`config.mk`:
```
export PLATFORM = sky130hd
export DESIGN_NAME = mp_add_sequencer
export DESIGN_NICKNAME = d
export VERILOG_FILES = /design/src/rtl/mp_add_sequencer.sv
export SDC_FILE = /design/constraint.sdc
export NUM_CORES = 1
export LEC_CHECK = 0
export ABC_AREA = 1
export ABC_CLOCK_PERIOD_IN_PS = 1200
export CAP_MARGIN = 0
export CELL_PAD_IN_SITES_DETAIL_PLACEMENT = 0
export CELL_PAD_IN_SITES_GLOBAL_PLACEMENT = 1
export CORE_UTILIZATION = 19
export CTS_CLUSTER_SIZE = 14
export DETAILED_ROUTE_END_ITERATION = 10
export PLACE_DENSITY_LB_ADDON = 0.25
export SLEW_MARGIN = 20
export SYNTH_ARGS = -nofsm -noshare
export SYNTH_HDL_FRONTEND = slang
export SYNTH_SLANG_ARGS = --single-unit
```
`constraint.sdc`:
```
create_clock -name clk -period 1.2 [get_ports clk]
set_input_delay 0.24 -clock clk [delete_from_list [all_inputs] [get_ports clk]]
set_output_delay 0.24 -clock clk [all_outputs]
set_load 0.02 [all_outputs]
```
`src/rtl/mp_add_sequencer.sv`:
```
// Multi-precision add/subtract sequencer.
// Streams N-word operands (least-significant word first) through one external
// 32-bit adder, chaining the carry between words, and registers each result
// word onto a valid/ready output stream with carry-out and signed overflow on
// the most-significant word.
//
// Handshake rules (both streams): a beat transfers on a rising edge where
// valid & ready are both high. A producer holds valid and its payload steady
// until the transfer. in_ready never looks at in_valid. The output side is a
// single register with no skid buffer: in_ready = ~out_valid | out_ready.
module mp_add_sequencer #(
  parameter int MAX_WORDS = 16,
  parameter int IDX_W     = 4
) (
  input  logic             clk,
  input  logic             rst_n,
  input  logic             in_valid,
  output logic             in_ready,
  input  logic [31:0]      in_a,
  input  logic [31:0]      in_b,
  input  logic             in_first,
  input  logic             in_last,
  input  logic             in_sub,
  output logic [31:0]      add_a,
  output logic [31:0]      add_b,
  output logic             add_cin,
  input  logic [31:0]      add_sum,
  input  logic             add_cout,
  output logic             out_valid,
  input  logic             out_ready,
  output logic [31:0]      out_sum,
  output logic [IDX_W-1:0] out_idx,
  output logic             out_last,
  output logic             out_cout,
  output logic             out_ovf,
  output logic             err,
  output logic             dbg_state
);

  typedef enum logic {
    IDLE = 1'b0,
    BUSY = 1'b1
  } state_t;

  localparam logic [IDX_W-1:0] LAST_IDX = IDX_W'(MAX_WORDS - 1);

  state_t           state_q;
  state_t           state_d;
  logic             carry_q;
  logic             sub_q;
  logic [IDX_W-1:0] count_q;

  logic             sub_eff;
  logic             accept;
  logic             data_acc;
  logic             err_d;
  logic             eff_last;
  logic             limit_hit;
  logic [IDX_W-1:0] idx_cur;

  assign dbg_state = state_q;

  // Output register frees up when empty or being drained this cycle.
  assign in_ready = ~out_valid | out_ready;
  assign accept   = in_valid & in_ready;

  // First word of an operation takes its mode straight from the input;
  // later words use the mode latched on the first word.
  assign sub_eff = in_first ? in_sub : sub_q;
  assign add_a   = in_a;
  assign add_b   = sub_eff ? ~in_b : in_b;
  assign add_cin = in_first ? in_sub : carry_q;

  // Next-state and per-beat classification: stray word, restart, word limit.
  always_comb begin
    state_d   = state_q;
    data_acc  = 1'b0;
    err_d     = 1'b0;
    eff_last  = 1'b0;
    limit_hit = 1'b0;
    idx_cur   = in_first ? '0 : count_q;
    if (accept) begin
      if ((state_q == IDLE) && !in_first) begin
        // Word outside any operation: swallowed, flagged, no output.
        err_d = 1'b1;
      end else begin
        data_acc  = 1'b1;
        limit_hit = (idx_cur == LAST_IDX) & ~in_last;
        eff_last  = in_last | limit_hit;
        err_d     = ((state_q == BUSY) & in_first) | limit_hit;
        state_d   = eff_last ? IDLE : BUSY;
      end
    end
  end

  // State register.
  always_ff @(posedge clk or negedge rst_n) begin
    if (!rst_n) begin
      state_q <= IDLE;
    end else begin
      state_q <= state_d;
    end
  end

  // Carry chain, mode and word counter; all hold while no data word is taken.
  always_ff @(posedge clk or negedge rst_n) begin
    if (!rst_n) begin
      carry_q <= 1'b0;
      sub_q   <= 1'b0;
      count_q <= '0;
    end else if (data_acc) begin
      carry_q <= add_cout;
      count_q <= idx_cur + 1'b1;
      if (in_first) begin
        sub_q <= in_sub;
      end
    end
  end

  // Result word register and single-cycle error pulse.
  always_ff @(posedge clk or negedge rst_n) begin
    if (!rst_n) begin
      out_valid <= 1'b0;
      out_sum   <= '0;
      out_idx   <= '0;
      out_last  <= 1'b0;
      out_cout  <= 1'b0;
      out_ovf   <= 1'b0;
      err       <= 1'b0;
    end else begin
      err <= err_d;
      if (data_acc) begin
        out_valid <= 1'b1;
        out_sum   <= add_sum;
        out_idx   <= idx_cur;
        out_last  <= eff_last;
        if (eff_last) begin
          out_cout <= add_cout;
          out_ovf  <= (in_a[31] == add_b[31]) & (add_sum[31] != in_a[31]);
        end
      end else if (out_valid & out_ready) begin
        out_valid <= 1'b0;
      end
    end
  end

endmodule
```
# After elaboration in Yosys (flattened, before gate mapping)
# Index checks and enable logic that the tools add are counted.
[totals]
register_bits = 48
in_bits = 104
out_inout_bits = 108
wordCells = 46
[classes]
addsub = 1
eq_ne = 3
muxes = 13
n_bitwise = 13
reduce_logical = 5
[op_table]
columns = ["op", "count"]
rows = [
  ["32-bit two-way mux", 1],
  ["32-bit NOT", 1],
  ["1-bit two-way mux", 11],
  ["1-bit bitwise AND", 5],
  ["4-bit by 1-bit adder with 4-bit output, second input constant", 1],
  ["4-bit equality test, second input constant", 1],
  ["4-bit two-way mux", 1],
  ["1-bit NOT", 4],
  ["2-bit AND reduction", 2],
  ["1-bit OR", 3],
  ["2-bit nonzero test", 1],
  ["1-bit equality test", 1],
  ["1-bit logical AND", 1],
  ["1-bit logical NOT", 1],
  ["1-bit inequality test", 1],
]

# Depth between registers and ports, before layout
[depth]
depth_word = 7
depth_mapped = 9
ltp_nobuf = 9

# Worst setup path after synthesis
# Ideal clock, no wire load.
[synth_timing]
kind = "input -> output"
start = "input in_first"
end = "output add_b[10]"
arrival_time_ns = 1.108
t_required_ns = 0.960
path_slack_ns = -0.148
path_stages = 5
path_buffers = 1
path_cell_list = "inv_1 nand2_2 nand2_2 buf_6 xor2_1"
[synth_via]
elab_chain_cells = 2
[synth_rtl]
columns = ["item", "line", "source"]
rows = [
  ["start, declared", "21", "input logic in_first,"],
  ["1-bit two-way mux", "-", ""],
  ["32-bit two-way mux", "71", "assign add_b = sub_eff ? ~in_b : in_b;"],
  ["end, declared", "25", "output logic [31:0] add_b,"],
]
# No other way between the ends.

# Worst setup path in the final report
[layout_timing]
start = "register sub_q"
end = "output add_b[24]"
[layout_via]
elab_chain_cells = 2
[layout_rtl]
columns = ["item", "line", "source"]
rows = [
  ["start, declared", "50", "logic sub_q;"],
  ["start signal, assigned", "115", "sub_q <= in_sub;"],
  ["1-bit two-way mux", "-", ""],
  ["32-bit two-way mux", "71", ""],
]
# No other way between the ends.

==> impl_metrics.json <==
{
  "whs_endpoint": "out_idx[1]",
  "clk_pin_slew_ns": 0.07,
  "synthTopCellsByArea": "dfrtp_1 48%, nand2_1 19%, xor2_1 11%",
  "rr_endpoint": "dbg_state",
  "synth_seq_cells": 48,
  "num_vias": 2497,
  "port_buffers": 149,
  "die_y_um": 117,
  "pin_count": 212,
  "relSlewSlack_pct": 81.8,
  "power.density_nw_per_um2": 1450,
  "yosys_most_used_dff": "dfrtp_1",
  "cts.sinks": 48,
  "worstMarginPinSlew_ns": 0.272,
  "ant_nets": 0,
  "dieArea_um2": 13800,
  "grt_overflow": 0,
  "grt_max_degree": 49,
  "ys_seq_area_share_pct": 47.5,
  "grt_antenna_before_repair": 0,
  "grt_pass1_wl_mm": 14.4,
  "outcome": "complete, but fails checks",
  "vdd_drop_max_mv": 0.628,
  "synth.top_cell.area_share_pct": 47.5,
  "crit_path_end_kind": "primary output",
  "rows": 41,
  "layout-drive-gt1-share_pct": 55.6,
  "clock_path_buffers": 2,
  "drtIter0Drc": 56,
  "syn_to_final_growth_pct": 120,
  "synth_edf_count": 0,
  "whs_ns": 0.472,
  "nNetsFinal": 568,
  "min_from": "out_idx[1]",
  "synth_most_common_cell": "nand2_1",
  "grt_pass1_vias": 2701,
  "setup_slack_ns": -0.523,
  "critPathLaunchType": "flop",
  "crit_arrival_ns": 1.48,
  "detail_route.first_pass.iterations": 4,
  "finalSetupViolations": 75,
  "avgSynthCellArea_um2": 8.56,
  "synth_common_cells": "128 x nand2_1, 48 x dfrtp_1, 34 x buf_4",
  "leakagePower_uw": 0.00259,
  "reg2reg_from": "out_valid",
  "routed_wl_mm": 8.71,
  "clk_latency_ns": 0.29,
  "start_util_pct": 19.8,
  "dp_hpwl_mm": 5.55,
  "yosys.area.top_type": "dfrtp_1",
  "worst-setup-path-type": "flop to primary output",
  "rr_worst_depth": 7,
  "synthArstFlopShare_pct": 100,
  "synth_cell_types": 19,
  "fin_skew_ns": 0.00983,
  "fmax_mhz": 580,
  "syn_inst": 295,
  "cts_buffers": 5,
  "synth_area_um2": 2530,
  "h-tree-depth": 2,
  "rsz0062_at_grt": "true",
  "whs_path_depth": 2,
  "post_drt_wl_per_cell_um": 13.7,
  "violations": "negative setup slack",
  "core_area_um2": 12800,
  "drc": 0,
  "finalHoldViolCount": 0,
  "cp.required_ns": 0.96,
  "synth_warnings": 0,
  "post-route-util_pct": 43.6,
  "grt_usage_pct": 13.2,
  "cts-root-buf": "clkbuf_16",
  "post-route-period-util_pct": 144,
  "max-cap-violations": 0,
  "cts_tree": "yes",
  "synth_nets": 400,
  "slew_violations": 0,
  "die_width_um": 117,
  "critPathMaxFanout": 5,
  "rrSetupSlack_ns": -0.14,
  "total_power_uw": 8060,
  "via_per_inst": 3.93,
  "fin_crit_ns": 1.72,
  "gp_congestion": 0.781,
  "hold_path.class": "flop to flop",
  "num_antenna_cells": 0
}
[layout make-up]
| cell class | count | area, µm² |
|---|---|---|
| Fill cell | 1237 | 7210 |
| Timing Repair Buffer | 204 | 2050 |
| Multi-Input combinational cell | 195 | 1880 |
| Sequential cell | 48 | 1200 |
| Tap cell | 172 | 215 |
| Clock buffer | 7 | 153 |
| Inverter | 9 | 33.8 |
| Clock inverter | 1 | 30.0 |
[state kept, by name (all words and copies together), names as in the netlist]
signal     flops
carry_q        1
out_ovf        1
out_cout       1
err            1
out_valid      1
count_q        4
dbg_state      1
out_sum       32
out_idx        4
sub_q          1
out_last       1
[worst max-delay path: stages, from the launching register on]
cell and delay, ns:
dfrtp_1 0.41, nand2_4 0.11, nand2_8 0.09, buf_16 0.17, buf_12 0.13, xor2_4 0.14, buf_6 0.13
[logic make-up (layout without fill, tap and decap cells)]
logic type	Yosys count	after routing	synth area share [%]
flip-flops	48	48	47.5
XOR/XNOR	32	32	11.1
adder cells (fa/ha/maj)	1	1	0.495
AND/OR/NAND/NOR	149	150	23.2
buffers and inverters	53	221	14.9
AO/OA/AOI/OAI	12	12	2.77
[cells in the final DEF, fill, tap and decap left out, types with 4 or more instances in the layout]
cell type / synthesis / layout
buf_12: 0 / 11
inv_1: 9 / 5
nand3_1: 6 / 6
buf_2: 4 / 24
clkdlybuf4s50_1: 0 / 68
buf_6: 6 / 41
nand2_1: 128 / 65
nand2_2: 3 / 42
xor2_4: 0 / 29
nand2_4: 0 / 23
clkbuf_16: 0 / 5
inv_2: 0 / 4
dfrtp_1: 48 / 46
nor2_1: 9 / 4
nor2_4: 0 / 4
clkdlybuf4s15_2: 0 / 20
o21ai_2: 1 / 4
buf_4: 34 / 35
[worst max path at each step]
stage                  start  slack (ns)   endpoint
finish                 sub_q       -0.52  add_b[24]
global route           sub_q       -0.58  add_b[12]
CTS                    sub_q       -0.55  add_b[24]
detailed placement  in_first       -1.17  add_b[24]
global placement    in_first       -1.14   add_b[6]
floorplan              sub_q       -0.04  add_b[10]
[routing by layer]
layer	part of all wire, %	routed length [µm]	track usage [%]	vias to the layer above
met4	1.4	121	3.65	0
met2	48	4220	22.8	122
met5	0	0	0	-
li1	-	-	-	1189
met3	10	877	4.91	22
met1	40	3490	15.3	1164
[power breakdown]
part           switching [µW]  leakage, µW  internal [µW]
combinational            2090      0.00190           1990
sequential                249     0.000595           2000
clock                     628    0.0000901           1100
total                    2970      0.00259           5090
[per-stage QoR]
step	setup WS (ns)	instance area, µm²	std cells	TNS (ns)
after floorplan	-0.0419	3140	295	-1.12
after global placement	-1.14	4780	606	-62.25
after detailed placement	-1.17	4780	606	-64.13
after CTS	-0.547	5490	635	-18.76
after global routing	-0.579	5570	636	-23.68
final	-0.523	5570	636	-18.77
[timing repair]
item	CTS	global route
buffers inserted	15	7
pin swaps	10	23
gates cloned	5	0
endpoints found under the hold margin	48	0
gates resized for setup	389	91
hold buffers	1	0
endpoints found under the setup margin	124	96
Note: power is estimated with default switching activity, not from simulation.
